==> src/rtl/pipeline_ctrl_if.sv <==
// Hazard/stall control bundle between the pipeline datapath (master) and pipeline_ctrl (slave).
// Optional perf counter signals are present only when PIPELINE_CTRL_PERF_EN is defined.
interface pipeline_ctrl_if;
  logic [4:0]  ID_rs_i;
  logic [4:0]  ID_rt_i;
  logic        EX_MemRead_i;
  logic [4:0]  EX_rt_i;
  logic        branch_taken_i;
  logic        mem_req_i;
  logic        mem_ack_i;

  logic        PC_write_o;
  logic        IFID_write_o;
  logic        IFID_flush_o;
  logic        IDEX_bubble_o;
  logic        EXMEM_write_o;
  logic        MEMWB_bubble_o;
  logic        mem_err_o;
  logic [1:0]  state_o;
`ifdef PIPELINE_CTRL_PERF_EN
  logic [15:0] load_stall_cnt_o;
  logic [15:0] mem_stall_cnt_o;
  logic [15:0] flush_cnt_o;
`endif

  modport master (
    output ID_rs_i, ID_rt_i, EX_MemRead_i, EX_rt_i, branch_taken_i, mem_req_i, mem_ack_i,
    input  PC_write_o, IFID_write_o, IFID_flush_o, IDEX_bubble_o, EXMEM_write_o,
           MEMWB_bubble_o, mem_err_o, state_o
`ifdef PIPELINE_CTRL_PERF_EN
    , input load_stall_cnt_o, mem_stall_cnt_o, flush_cnt_o
`endif
  );

  modport slave (
    input  ID_rs_i, ID_rt_i, EX_MemRead_i, EX_rt_i, branch_taken_i, mem_req_i, mem_ack_i,
    output PC_write_o, IFID_write_o, IFID_flush_o, IDEX_bubble_o, EXMEM_write_o,
           MEMWB_bubble_o, mem_err_o, state_o
`ifdef PIPELINE_CTRL_PERF_EN
    , output load_stall_cnt_o, mem_stall_cnt_o, flush_cnt_o
`endif
  );
endinterface

==> src/rtl/pipeline_ctrl.sv <==
// Five-stage pipeline hazard/stall controller: load-use stalls, branch flushes, memory waits.
// Define PIPELINE_CTRL_PERF_EN to add saturating 16-bit performance counters.
module pipeline_ctrl #(
  parameter int unsigned MEM_TIMEOUT = 255
) (
  input  logic            clk_i,
  input  logic            rst_i,
  pipeline_ctrl_if.slave  ctrl
);

  typedef enum logic [1:0] {
    StRun       = 2'd0,
    StMemWait   = 2'd1,
    StResetHold = 2'd2
  } state_e;

  localparam logic [7:0] TimeoutCnt = 8'(MEM_TIMEOUT);

  state_e     state_q, state_d;
  logic [7:0] cnt_q, cnt_d;
  logic       err_q, err_d;

  logic load_use;
  logic timeout;
  logic mode_hold;
  logic mode_freeze;

  logic pc_we, ifid_we, ifid_flush, idex_bubble, exmem_we, memwb_bubble;

  always_comb begin
    load_use = ctrl.EX_MemRead_i && (ctrl.EX_rt_i != 5'd0) &&
               ((ctrl.EX_rt_i == ctrl.ID_rs_i) || (ctrl.EX_rt_i == ctrl.ID_rt_i));
    timeout  = (cnt_q >= TimeoutCnt);
  end

  always_comb begin
    state_d     = state_q;
    cnt_d       = cnt_q;
    err_d       = err_q;
    mode_hold   = 1'b0;
    mode_freeze = 1'b0;
    if (rst_i) begin
      mode_hold = 1'b1;
      state_d   = StResetHold;
      cnt_d     = '0;
      err_d     = 1'b0;
    end else begin
      unique case (state_q)
        StResetHold: begin
          mode_hold = 1'b1;
          state_d   = StRun;
        end
        StRun: begin
          if (ctrl.mem_req_i && !ctrl.mem_ack_i) begin
            mode_freeze = 1'b1;
            state_d     = StMemWait;
            cnt_d       = '0;
          end
        end
        StMemWait: begin
          // Release cycle (ack or timeout) falls through to the normal hazard rules.
          if (ctrl.mem_ack_i || timeout) begin
            state_d = StRun;
            if (!ctrl.mem_ack_i) begin
              err_d = 1'b1;
            end
          end else begin
            mode_freeze = 1'b1;
            cnt_d       = cnt_q + 8'd1;
          end
        end
        default: begin
          mode_hold = 1'b1;
          state_d   = StResetHold;
        end
      endcase
    end
  end

  always_comb begin
    pc_we        = 1'b1;
    ifid_we      = 1'b1;
    ifid_flush   = 1'b0;
    idex_bubble  = 1'b0;
    exmem_we     = 1'b1;
    memwb_bubble = 1'b0;
    if (mode_hold) begin
      pc_we        = 1'b0;
      ifid_we      = 1'b0;
      exmem_we     = 1'b0;
      ifid_flush   = 1'b1;
      idex_bubble  = 1'b1;
      memwb_bubble = 1'b1;
    end else if (mode_freeze) begin
      pc_we        = 1'b0;
      ifid_we      = 1'b0;
      exmem_we     = 1'b0;
      memwb_bubble = 1'b1;
    end else if (load_use) begin
      // Load-use beats a taken branch; ID holds so the branch is seen again next cycle.
      pc_we       = 1'b0;
      ifid_we     = 1'b0;
      idex_bubble = 1'b1;
    end else if (ctrl.branch_taken_i) begin
      ifid_flush = 1'b1;
    end
  end

  always_ff @(posedge clk_i) begin
    if (rst_i) begin
      state_q <= StResetHold;
      cnt_q   <= '0;
      err_q   <= 1'b0;
    end else begin
      state_q <= state_d;
      cnt_q   <= cnt_d;
      err_q   <= err_d;
    end
  end

  assign ctrl.PC_write_o     = pc_we;
  assign ctrl.IFID_write_o   = ifid_we;
  assign ctrl.IFID_flush_o   = ifid_flush;
  assign ctrl.IDEX_bubble_o  = idex_bubble;
  assign ctrl.EXMEM_write_o  = exmem_we;
  assign ctrl.MEMWB_bubble_o = memwb_bubble;
  assign ctrl.mem_err_o      = err_q && !rst_i;
  assign ctrl.state_o        = rst_i ? StResetHold : state_q;

`ifdef PIPELINE_CTRL_PERF_EN
  logic [15:0] load_cnt_q, mem_cnt_q, flush_cnt_q;
  logic        load_evt, mem_evt, flush_evt;

  assign load_evt  = !mode_hold && !mode_freeze && load_use;
  assign mem_evt   = mode_freeze;
  assign flush_evt = ifid_flush && !rst_i;

  always_ff @(posedge clk_i) begin
    if (rst_i) begin
      load_cnt_q  <= '0;
      mem_cnt_q   <= '0;
      flush_cnt_q <= '0;
    end else begin
      if (load_evt && (load_cnt_q != 16'hFFFF)) begin
        load_cnt_q <= load_cnt_q + 16'd1;
      end
      if (mem_evt && (mem_cnt_q != 16'hFFFF)) begin
        mem_cnt_q <= mem_cnt_q + 16'd1;
      end
      if (flush_evt && (flush_cnt_q != 16'hFFFF)) begin
        flush_cnt_q <= flush_cnt_q + 16'd1;
      end
    end
  end

  assign ctrl.load_stall_cnt_o = load_cnt_q;
  assign ctrl.mem_stall_cnt_o  = mem_cnt_q;
  assign ctrl.flush_cnt_o      = flush_cnt_q;
`endif

endmodule

==> src/flat_wrapper.sv <==
// flat-port wrapper written by rule: the top's interface ports become plain ports
module pipeline_ctrl_flat 
#(
  parameter int unsigned MEM_TIMEOUT = 255
)
  (clk_i, rst_i, ctrl_ID_rs_i, ctrl_ID_rt_i, ctrl_EX_MemRead_i, ctrl_EX_rt_i, ctrl_branch_taken_i, ctrl_mem_req_i, ctrl_mem_ack_i, ctrl_PC_write_o, ctrl_IFID_write_o, ctrl_IFID_flush_o, ctrl_IDEX_bubble_o, ctrl_EXMEM_write_o, ctrl_MEMWB_bubble_o, ctrl_mem_err_o, ctrl_state_o);
  pipeline_ctrl_if ctrl_i ();
  input  logic clk_i;
  input  logic rst_i;
  input wire logic [$bits(ctrl_i.ID_rs_i)-1:0] ctrl_ID_rs_i;
  input wire logic [$bits(ctrl_i.ID_rt_i)-1:0] ctrl_ID_rt_i;
  input wire logic [$bits(ctrl_i.EX_MemRead_i)-1:0] ctrl_EX_MemRead_i;
  input wire logic [$bits(ctrl_i.EX_rt_i)-1:0] ctrl_EX_rt_i;
  input wire logic [$bits(ctrl_i.branch_taken_i)-1:0] ctrl_branch_taken_i;
  input wire logic [$bits(ctrl_i.mem_req_i)-1:0] ctrl_mem_req_i;
  input wire logic [$bits(ctrl_i.mem_ack_i)-1:0] ctrl_mem_ack_i;
  output wire logic [$bits(ctrl_i.PC_write_o)-1:0] ctrl_PC_write_o;
  output wire logic [$bits(ctrl_i.IFID_write_o)-1:0] ctrl_IFID_write_o;
  output wire logic [$bits(ctrl_i.IFID_flush_o)-1:0] ctrl_IFID_flush_o;
  output wire logic [$bits(ctrl_i.IDEX_bubble_o)-1:0] ctrl_IDEX_bubble_o;
  output wire logic [$bits(ctrl_i.EXMEM_write_o)-1:0] ctrl_EXMEM_write_o;
  output wire logic [$bits(ctrl_i.MEMWB_bubble_o)-1:0] ctrl_MEMWB_bubble_o;
  output wire logic [$bits(ctrl_i.mem_err_o)-1:0] ctrl_mem_err_o;
  output wire logic [$bits(ctrl_i.state_o)-1:0] ctrl_state_o;
  assign ctrl_i.ID_rs_i = ctrl_ID_rs_i;
  assign ctrl_i.ID_rt_i = ctrl_ID_rt_i;
  assign ctrl_i.EX_MemRead_i = ctrl_EX_MemRead_i;
  assign ctrl_i.EX_rt_i = ctrl_EX_rt_i;
  assign ctrl_i.branch_taken_i = ctrl_branch_taken_i;
  assign ctrl_i.mem_req_i = ctrl_mem_req_i;
  assign ctrl_i.mem_ack_i = ctrl_mem_ack_i;
  assign ctrl_PC_write_o = ctrl_i.PC_write_o;
  assign ctrl_IFID_write_o = ctrl_i.IFID_write_o;
  assign ctrl_IFID_flush_o = ctrl_i.IFID_flush_o;
  assign ctrl_IDEX_bubble_o = ctrl_i.IDEX_bubble_o;
  assign ctrl_EXMEM_write_o = ctrl_i.EXMEM_write_o;
  assign ctrl_MEMWB_bubble_o = ctrl_i.MEMWB_bubble_o;
  assign ctrl_mem_err_o = ctrl_i.mem_err_o;
  assign ctrl_state_o = ctrl_i.state_o;
  pipeline_ctrl #(.MEM_TIMEOUT(MEM_TIMEOUT)) u_core (.clk_i(clk_i), .rst_i(rst_i), .ctrl(ctrl_i));
endmodule
==> config.mk <==
export PLATFORM = sky130hd
export DESIGN_NAME = pipeline_ctrl_flat
export DESIGN_NICKNAME = d
export VERILOG_FILES = /design/src/rtl/pipeline_ctrl_if.sv /design/src/rtl/pipeline_ctrl.sv /design/src/flat_wrapper.sv
export SDC_FILE = /design/constraint.sdc
export NUM_CORES = 1
export LEC_CHECK = 0
export ABC_AREA = 1
export ABC_CLOCK_PERIOD_IN_PS = 1500
export CORE_MARGIN = 1
export CORE_UTILIZATION = 30
export DETAILED_ROUTE_END_ITERATION = 6
export PLACE_DENSITY = 0.62
export SLEW_MARGIN = 30
export SYNTH_ARGS = -nofsm -noshare
export SYNTH_HDL_FRONTEND = slang
export SYNTH_SLANG_ARGS = --single-unit
==> constraint.sdc <==
create_clock -name clk_i -period 1.5 [get_ports clk_i]
set_clock_uncertainty 0.1 [all_clocks]
set_input_delay 0.3 -clock clk_i [delete_from_list [all_inputs] [get_ports clk_i]]
set_output_delay 0.3 -clock clk_i [all_outputs]
set_load 0.01 [all_outputs]
==> results of run 1 <==
## routing by layer
metal	vias to the layer above	track usage [%]
li1	565	-
met1	487	20.4
met2	31	32.7
met3	8	5.56
met4	0	4.70
met5	-	0
## state kept, by name, indices dropped and copies added (netlist names)
signal,flops
u_core.err_q,1
u_core.cnt_q,8
u_core.state_q,2
## metrics by stage
| step | cells | instance area (µm²) |
|---|---|---|
| after floorplan | 144 | 875 |
| after global placement | 224 | 1350 |
| after detailed placement | 224 | 1350 |
| after CTS | 231 | 1390 |
| after global routing | 238 | 1500 |
| final | 238 | 1500 |
## cell families (layout without fill, tap and decap cells)
logic type | count (synthesis) | after routing | synth area share [%]
flops | 11 | 11 | 26.5
fa+ha+maj | 1 | 1 | 1.51
buf+inv | 31 | 95 | 15.8
xor+xnor | 2 | 2 | 2.11
compound gates | 20 | 20 | 13.9
simple gates | 79 | 79 | 40.1
## layout by cell type, fill, tap and decap left out, types with 3 or more instances in the layout
master / instances
nand2_4: 3
buf_4: 30
nand2_1: 38
clkdlybuf4s50_1: 10
a21oi_1: 5
nand3_1: 6
a21oi_2: 5
nor2_4: 3
clkbuf_4: 3
dlygate4sd2_1: 6
nor2_1: 21
buf_2: 5
nand2_2: 5
dlymetal6s2s_1: 4
buf_6: 6
dfxtp_2: 4
dfxtp_1: 7
o21ai_0: 5
inv_1: 26
## worst max-delay path, cell delays in order, from the launching register on
cell	delay, ns
dfxtp_2	0.36
ha_4	0.15
nand2_4	0.05
nor2_4	0.10
nand2_2	0.08
nand2_4	0.08
nand2_4	0.07
nor2_4	0.09
inv_2	0.05
a21oi_4	0.11
buf_2	0.15
## cell type report
type	count	area share [%]
multi-input combinational	102	37.8
tap	30	2.51
timing repair buffer	63	35.9
inverter	28	7.02
clock buffer	4	1.76
sequential	11	15.1
## how the worst max path moves through the flow
stage / from / endpoint / cells past startpoint
global placement: ctrl_EX_rt_i[3] / ctrl_IFID_write_o / 10
global route: u_core.cnt_q[1]$_SDFFE_PP0P_ / ctrl_IFID_write_o / 10
detailed placement: ctrl_EX_rt_i[3] / ctrl_IFID_write_o / 10
finish: u_core.cnt_q[1]$_SDFFE_PP0P_ / ctrl_IFID_write_o / 10
CTS: u_core.cnt_q[0]$_SDFFE_PP0P_ / ctrl_IFID_write_o / 10
floorplan: u_core.cnt_q[0]$_SDFFE_PP0P_ / ctrl_PC_write_o / 10
## report_power, final
part	switching, mW	internal [mW]
logic	0.0975	0.115
registers	0.00220	0.295
clock network	0.102	0.103
total	0.202	0.513
## what timing repair did
item | in CTS | in global routing
pin swaps | 7 | 11
gates cloned | 0 | 1
hold buffers | 0 | 0
resized for setup | 46 | 21
endpoints found under the hold margin | 0 | 0
setup buffers | 5 | 6
endpoints found under the setup margin | 10 | 16
==> impl_results.md, run 1 <==
* Core area at 2540 µm²
* Final hold slack at 0.285 ns
* Slew @ Worst Pin at 0.280 ns
* Area of the mapped netlist at 830 µm²
* # diodes at 0
* Crit. End Element: primary output
* Die X at around 55 µm
* EDFF count, synth at 0
* Clock root buffer master: clkbuf_4
* First-pass GRT wire length at 3.88 mm
* CP Data Required Time at 1.10 ns
* GR Util All Layers at 18.2%
* Failing checks: negative setup slack
* Synth Warn # at 0
* Drt total wl at around 2.5 mm
* Min cycle time layout at roughly 2.0 ns
* Clock tree buffer depth at 2
* Port buffer count at 29
* Max Freq at just over 500 MHz
* Vias per cell at 4.58
* Area delta synth->final at 80.4%
* Hold Path Stages at 3
* Most frequent cell after synthesis: nand2_1
* Final ANT Viol Nets at 0
* Max-slew violation count at 0
* Min-delay src: rst_i
* GPL Wtd Cong at 0.755
* Yosys cell types at 21
* Synthesized net count at 166
* Hold path endpoint: u_core.state_q[0]$_SDFFE_PP0P_
* Layout Nets at 231
* Crit Path Class: reg -> out
* Row cnt at 18
* Final WS setup at -0.462 ns
* Total number of H-tree levels at 1
* Top-area cell type share of the netlist area at 26.5%
* Leakage at 0.770 nW
* Die area at between 2000 and 3000 µm²
* PwrDens at between 400 and 500 nW/µm²
* Area of the multi-input gates at 566 µm²
* GRT overflow at 0
* Worst reg2reg setup slack at -0.32 ns
* Post-route setup TNS at -4.09 ns
* Cells after Synth at 144
* Worst slack at placement at -0.886 ns
* Die Span Y at between 50 and 60 µm
* Slew Limit Headroom at 81.2%
* Critical path arrival at 1.56 ns
* Startpoint types: register
* Number of global-route vias before repair at 989
* R2r startpoint: u_core.cnt_q[1]$_SDFFE_PP0P_
* CP max FO at 4
* Max-cap violation count at 0
* Fin crit share at 131%
* DRT iter0 DRCs at 25
* DR top layer: met4
* Cts bufs inserted at 3
* Post-layout util at 58.8%
* Hold crit path type: in -> reg
* Most area-hungry cell type in the Yosys netlist: dfxtp_1
* Status: finished, violations left
* Overall Power at 715 µW
* Met2 wire length at 1.32 mm
* RSZ-0062 raised after global routing: true
* Cell count of the worst reg-to-reg path at 12
* Post-synthesis async set-or-reset flop share at 0%
* Synth area leaders: dfxtp_1 27%, nand2_1 19%, inv_1 12%, nor2_1 10%, a21oi_1 6.6%
* First drt pass iteration count at 5
* Fin. Hold Viols at 0
* Met3 routed WL at 110 µm
* Via count at 1,091
* Layout cells sized above 1 at 36.1%
* Worst r2r dst: u_core.cnt_q[5]$_SDFFE_PP0P_
* Synth top cells by count: 41 x nand2_1, 27 x inv_1, 22 x nor2_1
* Number of setup violations in the final report at 12
* CTS tree: yes
* Clock latency on the worst-skew pair at 0.27 ns
* # DRC at 0
* Number of antenna violations at the first check in global routing at 0
* Wire per inst at between 10 and 15 µm
* Clk sinks at 11
* Ys flop type: dfxtp_1
* # IOs at 30
* Reg clk slew, reported paths at about 0.08 ns
* Max VDD drop at approximately 0.47 mV
* Syn avg cell area at 5.76 µm²
* Initial Utilization at 32.6%
* FILL cells at 251
* Synthesis-stage register bit count at 11
* Largest net degree at the start of global routing at 10
* Hpwl dp at 1.78 mm
* Register area at around 230 µm²
* Routed length on met1 at 1.02 mm
* Seq/Total Area, Yosys at about a quarter
(Power assumes the default switching activity.)
==> run 2: changes to the inputs <==
Settings changed: CORE_ASPECT_RATIO set to 0.7.
==> impl_results.md, run 2 (synthesis gave the netlist of run 1 again) <==
* Status: finished, violations left
* Failing checks: negative setup slack
* Critical path arrival at 1.53 ns (-0.03 ns)
* Final WS setup at -0.433 ns (+0.0282 ns)
* Worst reg2reg setup slack at -0.05 ns (+0.27 ns)
* Biggest regs: u_core.cnt_q: 8 flops, u_core.state_q: 2 flops, u_core.err_q: 1 flops
* Max FFs per register at 8 (unchanged)
* Placed cells at 230 (+2.7%)
* CP Data Required Time at 1.10 ns (about the same)
* Fin crit share at 129% (-1.9 points)
* Clk sinks at 11 (unchanged)
* Area delta synth->final at 80.7%
* Min-delay src: u_core.err_q$_SDFFE_PP0P_
* DRT iter0 DRCs at 30 (+20%)
* Max-cap violation count at 0 (unchanged)
* Total number of H-tree levels at 1 (unchanged)
* Row cnt at 15 (-3)
* Cell Count, Final, Fillers Out at 237 (-0.42%)
* Cts bufs inserted at 3 (unchanged)
* Via count at 1,029 (-5.7%)
* Crit. End Element: primary output
* Die X at 64.9 µm (+19%)
* CTS tree: yes
* Clock latency on the worst-skew pair at 0.24 ns (-0.03 ns)
* Design Area, Final at 1500 µm² (+0.17%)
* Hpwl dp at 2.00 mm (+12%)
* GRT overflow at 0 (unchanged)
* First drt pass iteration count at 4 (-1)
* Worst r2r dst: u_core.cnt_q[6]$_SDFFE_PP0P_
* CP max FO at 4 (unchanged)
* Wire per inst at 10.4 µm (-0.46%)
* Number of antenna violations at the first check in global routing at 0 (unchanged)
* # diodes at 0 (unchanged)
* PwrDens at 542 nW/µm² (+13%)
* First-pass GRT wire length at 3.91 mm (+0.72%)
* Crit Path Class: reg -> out
* Worst slack at placement at -0.980 ns (-0.0938 ns)
* Placed Area at 1370 µm² (+1.5%)
* Startpoint types: register
* Leakage at 0.759 nW (-1.5%)
* Vias per cell at 4.34 (-5.3%)
* Hold crit path type: reg -> reg
* Min cycle time layout at 1.93 ns (-0.0282 ns)
* Commonest non-fill, non-tap cell in the layout: nand2_1
* Reg clk slew, reported paths at 0.05 ns (-0.03 ns)
* GPL Wtd Cong at 0.766 (+1.5%)
* Cell count of the worst reg-to-reg path at 11 (-1)
* Initial Utilization at 32.7% (+0.14 points)
* RSZ-0062 raised after global routing: true
* Max-slew violation count at 0 (unchanged)
* Biggest register: u_core.cnt_q
* Commonest non-fill, non-tap cells in the layout: 40 x nand2_1, 25 x buf_4, 24 x inv_1
* Slew Limit Headroom at 76.9% (-4.3 points)
* Max VDD drop at 0.361 mV (-23%)
* Clock tree buffer depth at 2 (unchanged)
* Number of global-route vias before repair at 908 (-8.2%)
* # IOs at 30 (unchanged)
* Hold Path Stages at 2 (-1)
* Layout Nets at 226 (-2.2%)
* Final ANT Viol Nets at 0 (unchanged)
* Hold path endpoint: u_core.err_q$_SDFFE_PP0P_
* FILL cells at 245 (-2.4%)
* Clock root buffer master: clkbuf_8
* Die area at 2980 µm² (+0.11%)
* Slew @ Worst Pin at 0.344 ns (+0.0633 ns)
* Layout cells sized above 1 at 35.5% (-0.59 points)
* Post-route setup TNS at -2.59 ns (+1.50 ns)
* Largest net degree at the start of global routing at 10 (unchanged)
* # DRC at 0 (unchanged)
* Drt total wl at 2.47 mm (-0.88%)
* Port buffer count at 29 (unchanged)
* Max Freq at 517 MHz (+1.5%)
* Fin. Hold Viols at 0 (unchanged)
* Number of setup violations in the final report at 12 (unchanged)
* GR Util All Layers at 18.0% (-0.20 points)
* Die Span Y at 46.0 µm (-16%)
* R2r startpoint: u_core.cnt_q[0]$_SDFFE_PP0P_
* Core area at 2530 µm² (-0.44%)
[run 2: cell count changes in the layout (fill, tap and decap cells not counted), moves of 3 or more]
cell,change
buf_4,-5
clkdlybuf4s50_1,-5
dlygate4sd2_1,+4
clkbuf_4,-3
clkbuf_8,+3
[run 2: critical path, cell delays in order, from the launching register on]
cell and delay [ns]:
dfxtp_2 0.35, ha_4 0.15, nand2_4 0.06, nor2_4 0.09
nand2_2 0.08, nand2_4 0.08, nand2_4 0.07, nor2_4 0.10
inv_2 0.06, a21oi_4 0.11, buf_2 0.14
[run 2: layout make-up]
type	instances	area [µm²]	share of cell area, %
flip-flops and latches	11	224	14.9
well taps	34	42.5	2.84
clock buffers	4	45.0	3.01
inverters	28	105	7.01
repair buffers	58	505	33.7
multi-input cells	102	577	38.5
[run 2: stage by stage]
step           hold slack (ns)  power, mW  utilization, %
3_5_place_dp             0.375      0.513            54.2
2_1_floorplan            0.337      0.395               -
4_1_cts                  0.383      0.813            56.9
3_3_place_gp             0.351      0.507            54.2
6_report                 0.381      0.813            59.2
5_1_grt                  0.397      0.860            59.2
[run 2: power by group]
group | switching (mW) | total [mW] | internal [mW]
combinational | 0.103 | 0.217 | 0.114
sequential | 0.00263 | 0.299 | 0.296
clock | 0.111 | 0.297 | 0.187
total | 0.216 | 0.813 | 0.596
[run 2: how the worst max path moves through the flow]
| stage | depth (start not counted) | from | slack (ns) | end |
|---|---|---|---|---|
| floorplan | 10 | u_core.cnt_q[0]$_SDFFE_PP0P_ | -0.27 | ctrl_PC_write_o |
| global placement | 10 | ctrl_EX_rt_i[4] | -0.93 | ctrl_IDEX_bubble_o |
| detailed placement | 10 | ctrl_EX_rt_i[4] | -0.98 | ctrl_IDEX_bubble_o |
| CTS | 10 | u_core.cnt_q[0]$_SDFFE_PP0P_ | -0.45 | ctrl_IFID_write_o |
| global route | 10 | u_core.cnt_q[0]$_SDFFE_PP0P_ | -0.53 | ctrl_IFID_write_o |
| finish | 10 | u_core.cnt_q[0]$_SDFFE_PP0P_ | -0.43 | ctrl_PC_write_o |
[run 2: layer usage]
metal | routed length (µm) | part of all wire [%] | global-route usage [%] | up-vias
li1 | - | - | - | 557
met2 | 1230 | 50 | 34.0 | 24
met1 | 1110 | 45 | 20.3 | 446
met5 | 0 | 0 | 0 | -
met4 | 12 | 0.49 | 3.11 | 0
met3 | 129 | 5.2 | 5.75 | 2
[run 2: repair_timing]
item	4_1_cts	5_1_grt
gates resized for setup	61	20
setup endpoints to repair	9	15
hold buffers	0	0
setup buffers	3	3
pin swaps	11	8
==> run 3: changes to the inputs <==
Settings changed: CTS_CLUSTER_DIAMETER set to 60.
==> results of run 3 <==
Same layout as run 2: the final DEF is identical, and so are final timing and power.
